File: src/rtl/fp_sum_sequencer_if.sv
// Handshake bundle for fp_sum_sequencer.
//   start/len/busy              : job control
//   in_valid/in_ready/in_data   : element stream (IEEE-754 single)
//   add_a/add_b/add_result/
//   add_overflow/add_underflow  : shared combinational FP adder port
//   out_valid/out_ready/
//   out_sum/out_flags           : result handshake
// slave  = the sequencer, master = the environment driving it.
interface fp_sum_sequencer_if #(
  parameter int CNT_W = 8
);
  logic             start;
  logic [CNT_W-1:0] len;
  logic             busy;
  logic             in_valid;
  logic             in_ready;
  logic [31:0]      in_data;
  logic [31:0]      add_a;
  logic [31:0]      add_b;
  logic [31:0]      add_result;
  logic             add_overflow;
  logic             add_underflow;
  logic             out_valid;
  logic             out_ready;
  logic [31:0]      out_sum;
  logic [1:0]       out_flags;

  modport slave (
    input  start, len, in_valid, in_data, add_result, add_overflow,
           add_underflow, out_ready,
    output busy, in_ready, add_a, add_b, out_valid, out_sum, out_flags
  );

  modport master (
    output start, len, in_valid, in_data, add_result, add_overflow,
           add_underflow, out_ready,
    input  busy, in_ready, add_a, add_b, out_valid, out_sum, out_flags
  );
endinterface

File: src/rtl/fp_sum_sequencer.sv
// Sequences a vector of IEEE-754 single elements through an external
// combinational FP adder and returns the sum with sticky adder flags.
// Ports:
//   clk  : rising-edge clock
//   rst  : synchronous active-high reset
//   bus  : fp_sum_sequencer_if.slave (control, element stream, adder, result)
module fp_sum_sequencer #(
  parameter int CNT_W = 8
) (
  input  logic                 clk,
  input  logic                 rst,
  fp_sum_sequencer_if.slave    bus
);

  typedef enum logic [1:0] {
    IDLE  = 2'd0,
    ACCUM = 2'd1,
    DONE  = 2'd2
  } state_e;

  state_e           state_q;
  logic [CNT_W-1:0] cnt_q;
  logic [31:0]      acc_q;
  logic             acc_empty_q;
  logic [1:0]       flags_q;

  logic accept;
  logic elem_zero;

  assign accept    = (state_q == ACCUM) && bus.in_valid;
  // Zero and denormal elements are counted but never reach the adder result.
  assign elem_zero = (bus.in_data[30:23] == 8'h00);

  // Adder operands are wired straight through; the result is only captured
  // when the element is a nonzero addend to a non-empty accumulator.
  assign bus.add_a     = acc_q;
  assign bus.add_b     = bus.in_data;

  // All outputs decode directly from registered state.
  assign bus.in_ready  = (state_q == ACCUM);
  assign bus.busy      = (state_q != IDLE);
  assign bus.out_valid = (state_q == DONE);
  assign bus.out_sum   = acc_q;
  assign bus.out_flags = flags_q;

  always_ff @(posedge clk) begin
    if (rst) begin
      state_q     <= IDLE;
      cnt_q       <= '0;
      acc_q       <= 32'h0000_0000;
      acc_empty_q <= 1'b1;
      flags_q     <= 2'b00;
    end else begin
      unique case (state_q)
        IDLE: begin
          if (bus.start) begin
            acc_q       <= 32'h0000_0000;
            acc_empty_q <= 1'b1;
            flags_q     <= 2'b00;
            cnt_q       <= bus.len;
            state_q     <= (bus.len == '0) ? DONE : ACCUM;
          end
        end

        ACCUM: begin
          if (accept) begin
            cnt_q <= cnt_q - 1'b1;
            if (!elem_zero) begin
              if (acc_empty_q) begin
                // First real addend seeds the accumulator; adder flags for
                // 0 + x are meaningless and ignored.
                acc_q       <= bus.in_data;
                acc_empty_q <= 1'b0;
              end else begin
                acc_q   <= bus.add_result;
                flags_q <= flags_q | {bus.add_overflow, bus.add_underflow};
              end
            end
            if (cnt_q == {{(CNT_W-1){1'b0}}, 1'b1}) state_q <= DONE;
          end
        end

        DONE: begin
          // start is deliberately not looked at here, even on the
          // handshake cycle.
          if (bus.out_ready) state_q <= IDLE;
        end

        default: state_q <= IDLE;
      endcase
    end
  end

endmodule

File: src/flat_wrapper.sv
// flat-port wrapper written by rule: the top's interface ports become plain ports
module fp_sum_sequencer_flat 
#(
  parameter int CNT_W = 8
)
  (clk, rst, bus_start, bus_len, bus_in_valid, bus_in_data, bus_add_result, bus_add_overflow, bus_add_underflow, bus_out_ready, bus_busy, bus_in_ready, bus_add_a, bus_add_b, bus_out_valid, bus_out_sum, bus_out_flags);
  fp_sum_sequencer_if #(.CNT_W(CNT_W)) bus_i ();
  input  logic clk;
  input  logic rst;
  input wire logic [$bits(bus_i.start)-1:0] bus_start;
  input wire logic [$bits(bus_i.len)-1:0] bus_len;
  input wire logic [$bits(bus_i.in_valid)-1:0] bus_in_valid;
  input wire logic [$bits(bus_i.in_data)-1:0] bus_in_data;
  input wire logic [$bits(bus_i.add_result)-1:0] bus_add_result;
  input wire logic [$bits(bus_i.add_overflow)-1:0] bus_add_overflow;
  input wire logic [$bits(bus_i.add_underflow)-1:0] bus_add_underflow;
  input wire logic [$bits(bus_i.out_ready)-1:0] bus_out_ready;
  output wire logic [$bits(bus_i.busy)-1:0] bus_busy;
  output wire logic [$bits(bus_i.in_ready)-1:0] bus_in_ready;
  output wire logic [$bits(bus_i.add_a)-1:0] bus_add_a;
  output wire logic [$bits(bus_i.add_b)-1:0] bus_add_b;
  output wire logic [$bits(bus_i.out_valid)-1:0] bus_out_valid;
  output wire logic [$bits(bus_i.out_sum)-1:0] bus_out_sum;
  output wire logic [$bits(bus_i.out_flags)-1:0] bus_out_flags;
  assign bus_i.start = bus_start;
  assign bus_i.len = bus_len;
  assign bus_i.in_valid = bus_in_valid;
  assign bus_i.in_data = bus_in_data;
  assign bus_i.add_result = bus_add_result;
  assign bus_i.add_overflow = bus_add_overflow;
  assign bus_i.add_underflow = bus_add_underflow;
  assign bus_i.out_ready = bus_out_ready;
  assign bus_busy = bus_i.busy;
  assign bus_in_ready = bus_i.in_ready;
  assign bus_add_a = bus_i.add_a;
  assign bus_add_b = bus_i.add_b;
  assign bus_out_valid = bus_i.out_valid;
  assign bus_out_sum = bus_i.out_sum;
  assign bus_out_flags = bus_i.out_flags;
  fp_sum_sequencer #(.CNT_W(CNT_W)) u_core (.clk(clk), .rst(rst), .bus(bus_i));
endmodule
File: config.mk
export PLATFORM = sky130hd
export DESIGN_NAME = fp_sum_sequencer_flat
export DESIGN_NICKNAME = d
export VERILOG_FILES = /design/src/rtl/fp_sum_sequencer_if.sv /design/src/rtl/fp_sum_sequencer.sv /design/src/flat_wrapper.sv
export SDC_FILE = /design/constraint.sdc
export NUM_CORES = 1
export LEC_CHECK = 0
export BUFFER_PORTS_ARGS = -buffer_cell sky130_fd_sc_hd__buf_2
export CAP_MARGIN = 0
export CELL_PAD_IN_SITES_DETAIL_PLACEMENT = 1
export CELL_PAD_IN_SITES_GLOBAL_PLACEMENT = 2
export CORE_MARGIN = 2
export CORE_UTILIZATION = 24
export CTS_CLUSTER_DIAMETER = 40
export CTS_CLUSTER_SIZE = 14
export DETAILED_ROUTE_END_ITERATION = 10
export PLACE_DENSITY = 0.79
export SLEW_MARGIN = 15
export SYNTH_ARGS = -nofsm -noshare
export SYNTH_HDL_FRONTEND = slang
export SYNTH_SLANG_ARGS = --single-unit
File: constraint.sdc
create_clock -name clk -period 2.2 [get_ports clk]
set_clock_uncertainty 0.1 [all_clocks]
set_input_delay 0.66 -clock clk [delete_from_list [all_inputs] [get_ports clk]]
set_output_delay 0.66 -clock clk [all_outputs]
set_load 0.01 [all_outputs]
# After elaboration in Yosys (flattened, before gate mapping)
# Index checks and enable logic that the tools add are counted.
dict set report totals {
  ff_bits 45
  in_bits 79
  output_inout_bits 101
  elab_cells 49
}
dict set report classes {
  add_sub_neg 1
  n_eq_ne 9
  muxes 23
  bitwise_logic 1
  reduce_logical 10
}
# cell count
set ops {}
lappend ops {{32-bit two-way mux} 4}
lappend ops {{32-bit one-hot mux with 2 select lines} 1}
lappend ops {{2-bit two-way mux} 9}
lappend ops {{8-bit logical NOT} 2}
lappend ops {{8-bit two-way mux} 2}
lappend ops {{8-bit one-hot mux with 2 select lines} 1}
lappend ops {{8-bit by 1-bit equality test with 1-bit output, second input constant} 1}
lappend ops {{2-bit != test, second input constant} 4}
lappend ops {{4-bit AND reduction} 2}
lappend ops {{8-bit by 1-bit subtractor with 8-bit output, second input constant} 1}
lappend ops {{2-bit one-hot mux with 3 select lines} 1}
lappend ops {{5-bit AND reduction} 1}
lappend ops {{2-bit by 1-bit != test with 1-bit output, second input constant} 2}
lappend ops {{2-bit one-hot mux with 2 select lines} 1}
lappend ops {{2-bit nonzero test} 2}
lappend ops {{1-bit two-way mux} 3}
lappend ops {{3-bit AND reduction} 1}
lappend ops {{2-bit by 1-bit equality test with 1-bit output, second input constant} 1}
lappend ops {{2-bit equality test, second input constant} 1}
lappend ops {{2-bit logical NOT} 1}
lappend ops {{2-bit bitwise OR} 1}
lappend ops {{1-bit one-hot mux with 2 select lines} 1}
lappend ops {{1-bit logical AND} 1}

# Longest topological paths before layout
# Gate-level depths: netlist (run 1).
dict set report depth {
  word_depth 5
  depth_mapped 7
  mapped_depth_nobuf 6
}

# Least setup slack after synthesis (run 1)
# OpenSTA, ideal clock, no wires.
dict set report synth_timing {
  path_type {input to register}
  from {input bus_in_data[30]}
  to {register u_core.acc_empty_q}
  setup_ns 0.121
  arrival_ns 1.577
  required_ns 1.979
  path_slack_ns 0.402
  stages 4
  path_buffers 0
  path_cell_list {nor4_1 -> nand3_2 -> nand2_4 -> mux2_2}
}
dict set report synth_between {
  elab_chain_cells 3
}
# item line
set synth_lines {}
lappend synth_lines {{start, declared} flat_wrapper.sv:13} ;# input wire logic [$bits(bus_i.in_data)-1:0] bus_in_data;
lappend synth_lines {{8-bit logical NOT} fp_sum_sequencer.sv:32} ;# assign elem_zero = (bus.in_data[30:23] == 8'h00);
lappend synth_lines {{2-bit != test (no source line)} --}
lappend synth_lines {{4-bit AND reduction (no source line)} --}
lappend synth_lines {{end signal, assigned} fp_sum_sequencer.sv:51} ;# acc_empty_q <= 1'b1;
lappend synth_lines {{end signal, assigned} fp_sum_sequencer.sv:58} ;# acc_empty_q <= 1'b1;
lappend synth_lines {{end signal, assigned} fp_sum_sequencer.sv:73} ;# acc_empty_q <= 1'b0;
lappend synth_lines {{end, declared} fp_sum_sequencer.sv:24} ;# logic acc_empty_q;
# Every way passes these cells.
# A chain may end at the register's enable or synchronous reset.

# Worst setup path in the final report (run 1)
dict set report layout_timing {
  from {register u_core.state_q[1]}
  to {output bus_in_ready}
}
dict set report layout_between {
  elab_chain_cells 1
}
# item line
set layout_lines {}
lappend layout_lines {{start, declared} fp_sum_sequencer.sv:21} ;# state_e state_q;
lappend layout_lines {{start signal, assigned} fp_sum_sequencer.sv:61} ;# state_q <= (bus.len == '0) ? DONE : ACCUM;
lappend layout_lines {{2-bit by 1-bit equality test with 1-bit output} fp_sum_sequencer.sv:40} ;# assign bus.in_ready = (state_q == ACCUM);
lappend layout_lines {{end, declared} flat_wrapper.sv:19} ;# output wire logic [$bits(bus_i.in_ready)-1:0] bus_in_ready;
# Every way passes these cells.

==> flow_summary.json, run 1 <==
{
  "drive_gt1_share_pct": 52.3,
  "fin_area_um2": 3810,
  "yosys_warnings": 0,
  "ant_nets": 0,
  "cp_slowest_stage_delay_ns": 0.47,
  "clk_pin_slew_worst_paths_ns": 0.06,
  "power_frac_seq_pct": 36.4,
  "path_class": "reg -> out",
  "synth_edf_count": 0,
  "cts_hold_buf": 0,
  "setup.worst_path.start_class": "register",
  "async_reset_ff_share_pct": 0,
  "synth_cells": 342,
  "p_comb_share_pct": 37.1,
  "synth_cell_type_count": 45,
  "min_period_ns": 2.10,
  "syn_nets": 423,
  "post-route-period-util_pct": 95.5,
  "placed_cell_area_um2": 3670,
  "cts_buffers": 5,
  "hpwlAfterDp_mm": 7.20,
  "cts.htree.levels": 2,
  "num_io_pins": 180,
  "final_hold_viol_count": 0,
  "dr.pass1.iters": 4,
  "end_kind": "output port",
  "syn-cell-area_um2": 3080,
  "track_usage_pct": 12.4,
  "insertion_delay_ns": 0.28,
  "vias": 2692,
  "area_delta_synth_final_pct": 24.0,
  "slew_violations": 0,
  "grt_remaining_overflow": 0,
  "grt_pass1_vias": 2634,
  "crit_chain": "nand2b_2, inv_1, buf_2",
  "worstMarginPinSlew_ns": 0.831,
  "power_density_nw_per_um2": 745,
  "internal-power_w": 0.00186,
  "routed_via_density": 4.29,
  "clockBufferDepth": 2,
  "switching_share_pct": 34.4,
  "grt_pass1_wl_mm": 13.4,
  "crit_family": "flip-flops",
  "cts_sinks": 45,
  "synth-seq-area-share_pct": 29.3,
  "antenna_found_initial": 0,
  "dieArea_um2": 13700,
  "cp.arrival_ns": 1.34,
  "syn_area_per_cell_um2": 9.00,
  "total_power_w": 0.00284,
  "leakage_nw": 1.88,
  "drt_wl_total_mm": 9.00,
  "wire_per_inst_um": 14.4,
  "drt_iter0_drc": 70,
  "slowest_stage": "dfxtp_1",
  "max-vdd-ir-drop_mv": 0.251,
  "grt_start_max_net_pins": 36,
  "hold_class": "reg -> reg",
  "worstPathRequired_ns": 1.44,
  "timing.critical_path.buf_inv": 2,
  "cts_root_buffer": "clkbuf_16",
  "setup_violations": 0,
  "path_max_fanout": 7,
  "core_area_um2": 12600,
  "synth_flop_cell": "dfxtp_1",
  "drc": 0,
  "synth_seq_cells": 45,
  "clockPowerShare_pct": 26.5,
  "portBuffers": 179,
  "rows": 41,
  "cts_setup_buffers": 0,
  "finish.net_count": 536,
  "die_h_um": 117,
  "setup_tns_ns": 0,
  "cap_violations": 0,
  "start_util_pct": 24.5,
  "max_freq_mhz": 476,
  "cts_resized": 0,
  "place_congestion": 0.721,
  "num_antenna_cells": 0,
  "cts_tree": "done",
  "outcome": "finished, final reports clean",
  "p_sw_w": 0.000977,
  "rsz0062_at_grt": "false",
  "chipWidth_um": 117,
  "relSlewSlack_pct": 44.6
}
synthesized netlist by cell type (3+ instances only):
| library cell | number | area, um^2 |
|---|---|---|
| mux2i_1 | 33 | 330 |
| nand3b_1 | 5 | 37.5 |
| nor2_1 | 9 | 33.8 |
| nor4_1 | 5 | 31.3 |
| inv_1 | 5 | 18.8 |
| buf_4 | 64 | 480 |
| dfxtp_1 | 45 | 901 |
| nand2b_1 | 37 | 231 |
| mux2_2 | 33 | 372 |
| buf_6 | 5 | 56.3 |
| buf_2 | 3 | 15.0 |
| clkbuf_1 | 6 | 22.5 |
| nand2_1 | 40 | 150 |
| a21oi_1 | 12 | 60.1 |
| o21ai_0 | 3 | 15.0 |
sequential cells by signal, indices dropped and copies added, names as in the netlist:
| register | count |
|---|---|
| u_core.cnt_q | 8 |
| u_core.state_q | 2 |
| u_core.acc_empty_q | 1 |
| u_core.bus.add_a | 32 |
| u_core.bus.out_flags | 2 |
through the flow:
| step | worst slack (ns) | utilization, % | instances | hold WS [ns] |
|---|---|---|---|---|
| after CTS | 0.0881 | 30.3 | 627 | 0.368 |
| after global placement | 0.199 | 29.2 | 620 | 0.345 |
| final | 0.0988 | 30.3 | 627 | 0.366 |
| after global routing | 0.00773 | 30.3 | 627 | 0.387 |
| after floorplan | 0.402 | - | 342 | 0.351 |
| after detailed placement | 0.126 | 29.2 | 620 | 0.358 |
cell families (layout without fill, tap and decap cells):
family / Yosys count / in the layout / share of synthesized area (%)
and+or+nand+nor: 113 / 113 / 20.4
muxes: 66 / 66 / 22.8
adders and majority gates: 2 / 2 / 0.813
buffers and inverters: 86 / 199 / 20.3
DFF: 45 / 45 / 29.3
AOI/OAI and AO/OA: 30 / 30 / 6.39
layer usage:
layer  vias to the layer above  track usage (%)  routed length, um
met5                         -                0                  0
met4                         0             2.82                 57
met3                         2             1.75                349
met2                        70             23.4               4930
met1                      1299             14.9               3660
li1                       1321                -                  -
area by class of cell:
cell class	instances	area, um^2
multi-input combinational	211	1550
tap	172	215
fill	1528	8750
clock buffer	7	143
sequential	45	902
timing repair buffer	187	981
inverter	5	18.8
power groups by stage:
stage / logic, W / clock network (W) / registers, W
2_1_floorplan: 0.000819 / 0 / 0.00102
3_3_place_gp: 0.00104 / 0 / 0.00105
3_5_place_dp: 0.00107 / 0 / 0.00106
4_1_cts: 0.00107 / 0.000781 / 0.00104
5_1_grt: 0.00116 / 0.000813 / 0.00106
6_report: 0.00105 / 0.000752 / 0.00104
layout by cell type (no fill, tap or decap), drive strengths merged, types with 2 or more instances in the layout:
cell | synthesis | final
a21o | 2 | 2
mux2i | 33 | 33
nand3b | 5 | 5
a21oi | 13 | 13
nand2b | 39 | 39
ha | 2 | 2
nor3 | 2 | 2
o21ai | 5 | 5
a211oi | 2 | 2
o41ai | 2 | 2
nand2 | 41 | 41
nor2 | 9 | 9
inv | 5 | 5
mux2 | 33 | 33
clkbuf | 8 | 7
nand3 | 2 | 2
nor4b | 2 | 2
nor4 | 6 | 6
dfxtp | 45 | 45
buf | 73 | 187
worst register-to-register path: stages (launching register included):
cell	delay [ns]
dfxtp_1	0.35
inv_1	0.11
ha_1	0.18
nor3b_1	0.46
a21o_1	0.19
a21oi_1	0.06
o41ai_1	0.31
final timing paths:
path,startpoint,to,slack [ns],cells after the start
setup / recovery,u_core.state_q[1],bus_in_ready,0.1,3
hold / removal,u_core.bus.out_flags[0],u_core.bus.out_flags[0],0.37,2
setup reg to reg,u_core.cnt_q[0],u_core.cnt_q[6],0.33,6
hold reg to reg,u_core.bus.out_flags[0],u_core.bus.out_flags[0],0.37,2
No activity file was read; power rests on OpenSTA's default activity.
==> run 2: changes to the inputs <==
- BUFFER_PORTS_ARGS: -buffer_cell sky130_fd_sc_hd__buf_2 -> -buffer_cell sky130_fd_sc_hd__buf_4
- PLACE_DENSITY: 0.79 -> unset
- PLACE_DENSITY_LB_ADDON: unset -> 0.12
==> flow_summary.json, run 2 (same netlist as run 1, synthesis figures left out) <==
{
  "slowest_stage": "dfxtp_1",
  "dp.cells": 621,
  "layout.cells.non_filler": 629,
  "path_class": "reg -> out",
  "p_comb_share_pct": 38.8,
  "drc": 0,
  "hold_class": "reg -> reg",
  "timing.critical_path.buf_inv": 3,
  "dieArea_um2": 13700,
  "wire_per_inst_um": 14.7,
  "worstMarginPinSlew_ns": 0.506,
  "routed_via_density": 4.36,
  "grt_pass1_vias": 2755,
  "r2r-end": "u_core.cnt_q[6]",
  "die_h_um": 117,
  "r2r_slack_ns": 0.42,
  "r2r_cells": 6,
  "post-route-period-util_pct": 87.8,
  "rows": 41,
  "outcome": "finished, final reports clean",
  "path_max_fanout": 18,
  "leakage_nw": 1.99,
  "drt_wl_total_mm": 9.24,
  "reg2reg_from": "u_core.cnt_q[0]",
  "rsz0062_at_grt": "false",
  "end_kind": "output port",
  "power_density_nw_per_um2": 723,
  "min_period_ns": 1.93,
  "slew_violations": 0,
  "p_sw_w": 0.00101,
  "crit_path_start": "u_core.state_q[0]",
  "hpwlAfterDp_mm": 7.04,
  "chipWidth_um": 117,
  "cp.arrival_ns": 1.17,
  "max_freq_mhz": 518,
  "worstPathRequired_ns": 1.44,
  "endpoint": "bus_busy",
  "cts_setup_buffers": 0,
  "clk_pin_slew_worst_paths_ns": 0.06,
  "setup_violations": 0,
  "place_congestion": 0.690,
  "switching_share_pct": 32.4,
  "cp_slowest_stage_delay_ns": 0.32,
  "max-vdd-ir-drop_mv": 0.305,
  "cts_root_buffer": "clkbuf_16",
  "clockBufferDepth": 2,
  "portBuffers": 179,
  "crit_family": "buffers and inverters",
  "grt_pass1_wl_mm": 13.9,
  "cts_tree": "done",
  "finish.net_count": 537,
  "setup.worst_path.start_class": "register",
  "cts_sinks": 45,
  "critPathMostFrequentCell": "buf_4",
  "insertion_delay_ns": 0.28,
  "fillers": 1469,
  "num_antenna_cells": 0,
  "cts_resized": 0,
  "core_area_um2": 12600,
  "relSlewSlack_pct": 66.3,
  "internal-power_w": 0.00211,
  "drt_iter0_drc": 65,
  "drive_gt1_share_pct": 52.5,
  "final_common_cell": "buf_4",
  "largest_reg_flops": 32,
  "vias": 2740,
  "num_io_pins": 180,
  "final_hold_viol_count": 0,
  "crit_chain": "buf_4, nor2_1, inv_1, buf_4",
  "dr.pass1.iters": 4,
  "setup_tns_ns": 0,
  "grt_start_max_net_pins": 49,
  "power_frac_seq_pct": 32.7,
  "cp_num_cells": 4,
  "start_util_pct": 24.5,
  "area_delta_synth_final_pct": 40.1,
  "layout_common_cells": "buf_4 (185), dfxtp_1 (44), nand2_1 (40)",
  "total_power_w": 0.00312,
  "cts.htree.levels": 2,
  "cts_hold_buf": 0,
  "ant_nets": 0,
  "cap_violations": 0,
  "grt_remaining_overflow": 0,
  "cts_buffers": 5,
  "antenna_found_initial": 0,
  "clockPowerShare_pct": 28.4,
  "track_usage_pct": 12.9
}
[run 2: worst min path at each step]
stage | startpoint | endpoint | slack [ns] | depth (start not counted)
after CTS | u_core.bus.out_flags[1] | u_core.bus.out_flags[1] | 0.35 | 2
final | u_core.bus.out_flags[1] | u_core.bus.out_flags[1] | 0.35 | 2
after global routing | u_core.bus.out_flags[1] | u_core.bus.out_flags[1] | 0.38 | 2
after detailed placement | u_core.bus.out_flags[1] | u_core.bus.out_flags[1] | 0.34 | 2
after floorplan | u_core.cnt_q[1] | u_core.cnt_q[1] | 0.35 | 2
after global placement | u_core.bus.out_flags[0] | u_core.bus.out_flags[0] | 0.34 | 2
[run 2: metal layers]
metal	part of all wire [%]	vias up	track usage, %
met1	43	1307	16.7
met4	0.91	0	3.14
met5	0	-	0
met3	7.5	7	2.94
li1	-	1323	-
met2	49	103	21.7
[run 2: power groups by stage]
stage                     clock [W]  sequential [W]  combinational, W
after detailed placement          0         0.00104           0.00123
after global placement            0         0.00104           0.00122
after CTS                  0.000923         0.00102           0.00124
final                      0.000887         0.00102           0.00121
after global routing       0.000953         0.00104           0.00133
after floorplan                   0         0.00102          0.000819
[run 2: area by class of cell]
class	instances	area, um^2	share of cell area (%)
Multi-Input combinational cell	211	1550	36.0
Timing Repair Buffer	188	1450	33.6
Sequential cell	45	902	20.9
Tap cell	172	215	4.99
Clock buffer	7	143	3.31
Clock inverter	1	30.0	0.696
Inverter	5	18.8	0.435
[run 2: worst min-delay path, delay by kind of cell (launching register included)]
family / cells / cell delay, ns
flip-flops: 1 / 0.31
AND/OR/NAND/NOR: 1 / 0.05
AO/OA/AOI/OAI: 1 / 0.05
[run 2: through the flow]
step | utilization, % | setup slack, ns | instance area (um^2) | hold slack [ns]
2_1_floorplan | - | 0.402 | 3080 | 0.351
3_3_place_gp | 32.9 | 0.132 | 4140 | 0.338
3_5_place_dp | 32.9 | 0.0539 | 4140 | 0.343
4_1_cts | 34.3 | 0.236 | 4310 | 0.353
5_1_grt | 34.3 | 0.153 | 4310 | 0.384
6_report | 34.3 | 0.268 | 4310 | 0.350
==> run 3: changes to the inputs <==
- RECOVER_POWER: unset -> 25
==> flow_summary.json, run 3 (same netlist as run 1, synthesis figures left out) <==
{
  "outcome": "finished, final reports clean",
  "routed_via_density": 4.36,
  "crit_family": "buffers and inverters",
  "layout_common_cells": "buf_4 (149), dfxtp_1 (44), nand2_1 (40)",
  "place_congestion": 0.690,
  "clockBufferDepth": 2,
  "path_max_fanout": 18,
  "largest_reg_flops": 32,
  "cp_num_cells": 4,
  "cp.arrival_ns": 1.17,
  "dp.cells": 621,
  "timing.critical_path.buf_inv": 3,
  "cts_sinks": 45,
  "worstPathRequired_ns": 1.44,
  "r2r-end": "u_core.cnt_q[6]",
  "drive_gt1_share_pct": 44.6,
  "reg2reg_from": "u_core.cnt_q[0]",
  "slew_violations": 0,
  "area_delta_synth_final_pct": 35.7,
  "worstMarginPinSlew_ns": 0.506,
  "post-route-period-util_pct": 87.8,
  "setup_ws_ns": 0.268,
  "insertion_delay_ns": 0.28,
  "drc": 0,
  "portBuffers": 179,
  "multi_input_area_um2": 1550,
  "start_util_pct": 24.5,
  "cts_root_buffer": "clkbuf_16",
  "max_freq_mhz": 518,
  "total_power_w": 0.00308,
  "grt_pass1_vias": 2755,
  "core_area_um2": 12600,
  "cap_violations": 0,
  "cts_setup_buffers": 0,
  "dieArea_um2": 13700,
  "utilization_pct": 33.2,
  "antenna_found_initial": 0,
  "seqCellArea_um2": 902,
  "path_class": "reg -> out",
  "rows": 41,
  "leakage_nw": 1.84,
  "rsz0062_at_grt": "false",
  "cts_resized": 0,
  "wire_per_inst_um": 14.7,
  "slowest_stage": "dfxtp_1",
  "max-vdd-ir-drop_mv": 0.308,
  "num_antenna_cells": 0,
  "grt_pass1_wl_mm": 13.9,
  "post-place-ws_ns": 0.0539,
  "final_hold_viol_count": 0,
  "setup_tns_ns": 0,
  "drt_iter0_drc": 69,
  "vias": 2742,
  "layout.cells.non_filler": 629,
  "end_kind": "output port",
  "fillers": 1491,
  "finish.net_count": 537,
  "clk_pin_slew_worst_paths_ns": 0.06,
  "track_usage_pct": 12.9,
  "drt_wl_total_mm": 9.22,
  "grt_start_max_net_pins": 49,
  "ant_nets": 0,
  "relSlewSlack_pct": 66.3,
  "dr.pass1.iters": 4,
  "crit_chain": "buf_4, nor2_1, inv_1, buf_4",
  "hpwlAfterDp_mm": 7.04,
  "chipWidth_um": 117,
  "critPathMostFrequentCell": "buf_4",
  "final_common_cell": "buf_4",
  "r2r_cells": 6,
  "setup.worst_path.start_class": "register",
  "cts_tree": "done",
  "die_h_um": 117,
  "num_io_pins": 180,
  "hold_class": "reg -> reg",
  "power_density_nw_per_um2": 738,
  "crit_path_start": "u_core.state_q[0]",
  "cts.htree.levels": 2,
  "cts_buffers": 5,
  "grt_remaining_overflow": 0,
  "cts_hold_buf": 0,
  "min_period_ns": 1.93,
  "cp_slowest_stage_delay_ns": 0.32,
  "r2r_slack_ns": 0.41,
  "endpoint": "bus_busy",
  "setup_violations": 0
}
run 3: cell type report:
class                      instances  share of cell area, %
multi-input combinational        211                   37.2
timing repair buffer             188                   31.5
sequential                        45                   21.6
tap                              172                   5.15
clock buffer                       7                   3.42
clock inverter                     1                  0.719
inverter                           5                  0.449
run 3: worst min path at each step:
stage / start / to / slack (ns) / cells after the start
CTS: u_core.bus.out_flags[1] / u_core.bus.out_flags[1] / 0.35 / 2
finish: u_core.bus.out_flags[1] / u_core.bus.out_flags[1] / 0.35 / 2
global placement: u_core.bus.out_flags[0] / u_core.bus.out_flags[0] / 0.34 / 2
detailed placement: u_core.bus.out_flags[1] / u_core.bus.out_flags[1] / 0.34 / 2
floorplan: u_core.cnt_q[1] / u_core.cnt_q[1] / 0.35 / 2
global route: u_core.bus.out_flags[1] / u_core.bus.out_flags[1] / 0.38 / 2
run 3: power breakdown:
group / switching [W] / internal (W)
Combinational: 0.000578 / 0.000595
Clock: 0.000320 / 0.000568
Sequential: 0.000112 / 0.000907
Total: 0.00101 / 0.00207
run 3: routing by layer:
metal  GRT usage, %  routed length, um
met1           16.7               3970
met2           21.7               4470
met3           2.94                696
met4           3.14                 84
met5              0                  0
run 3: worst min-delay path, stage by stage (launching register included):
cell and delay (ns):
dfxtp_1 0.31, nand2_1 0.05, o21ai_1 0.05
run 3: stage by stage:
stage | hold slack, ns | cell area (um^2)
6_report | 0.347 | 4180
3_3_place_gp | 0.338 | 4140
4_1_cts | 0.353 | 4310
2_1_floorplan | 0.351 | 3080
3_5_place_dp | 0.343 | 4140
5_1_grt | 0.383 | 4180
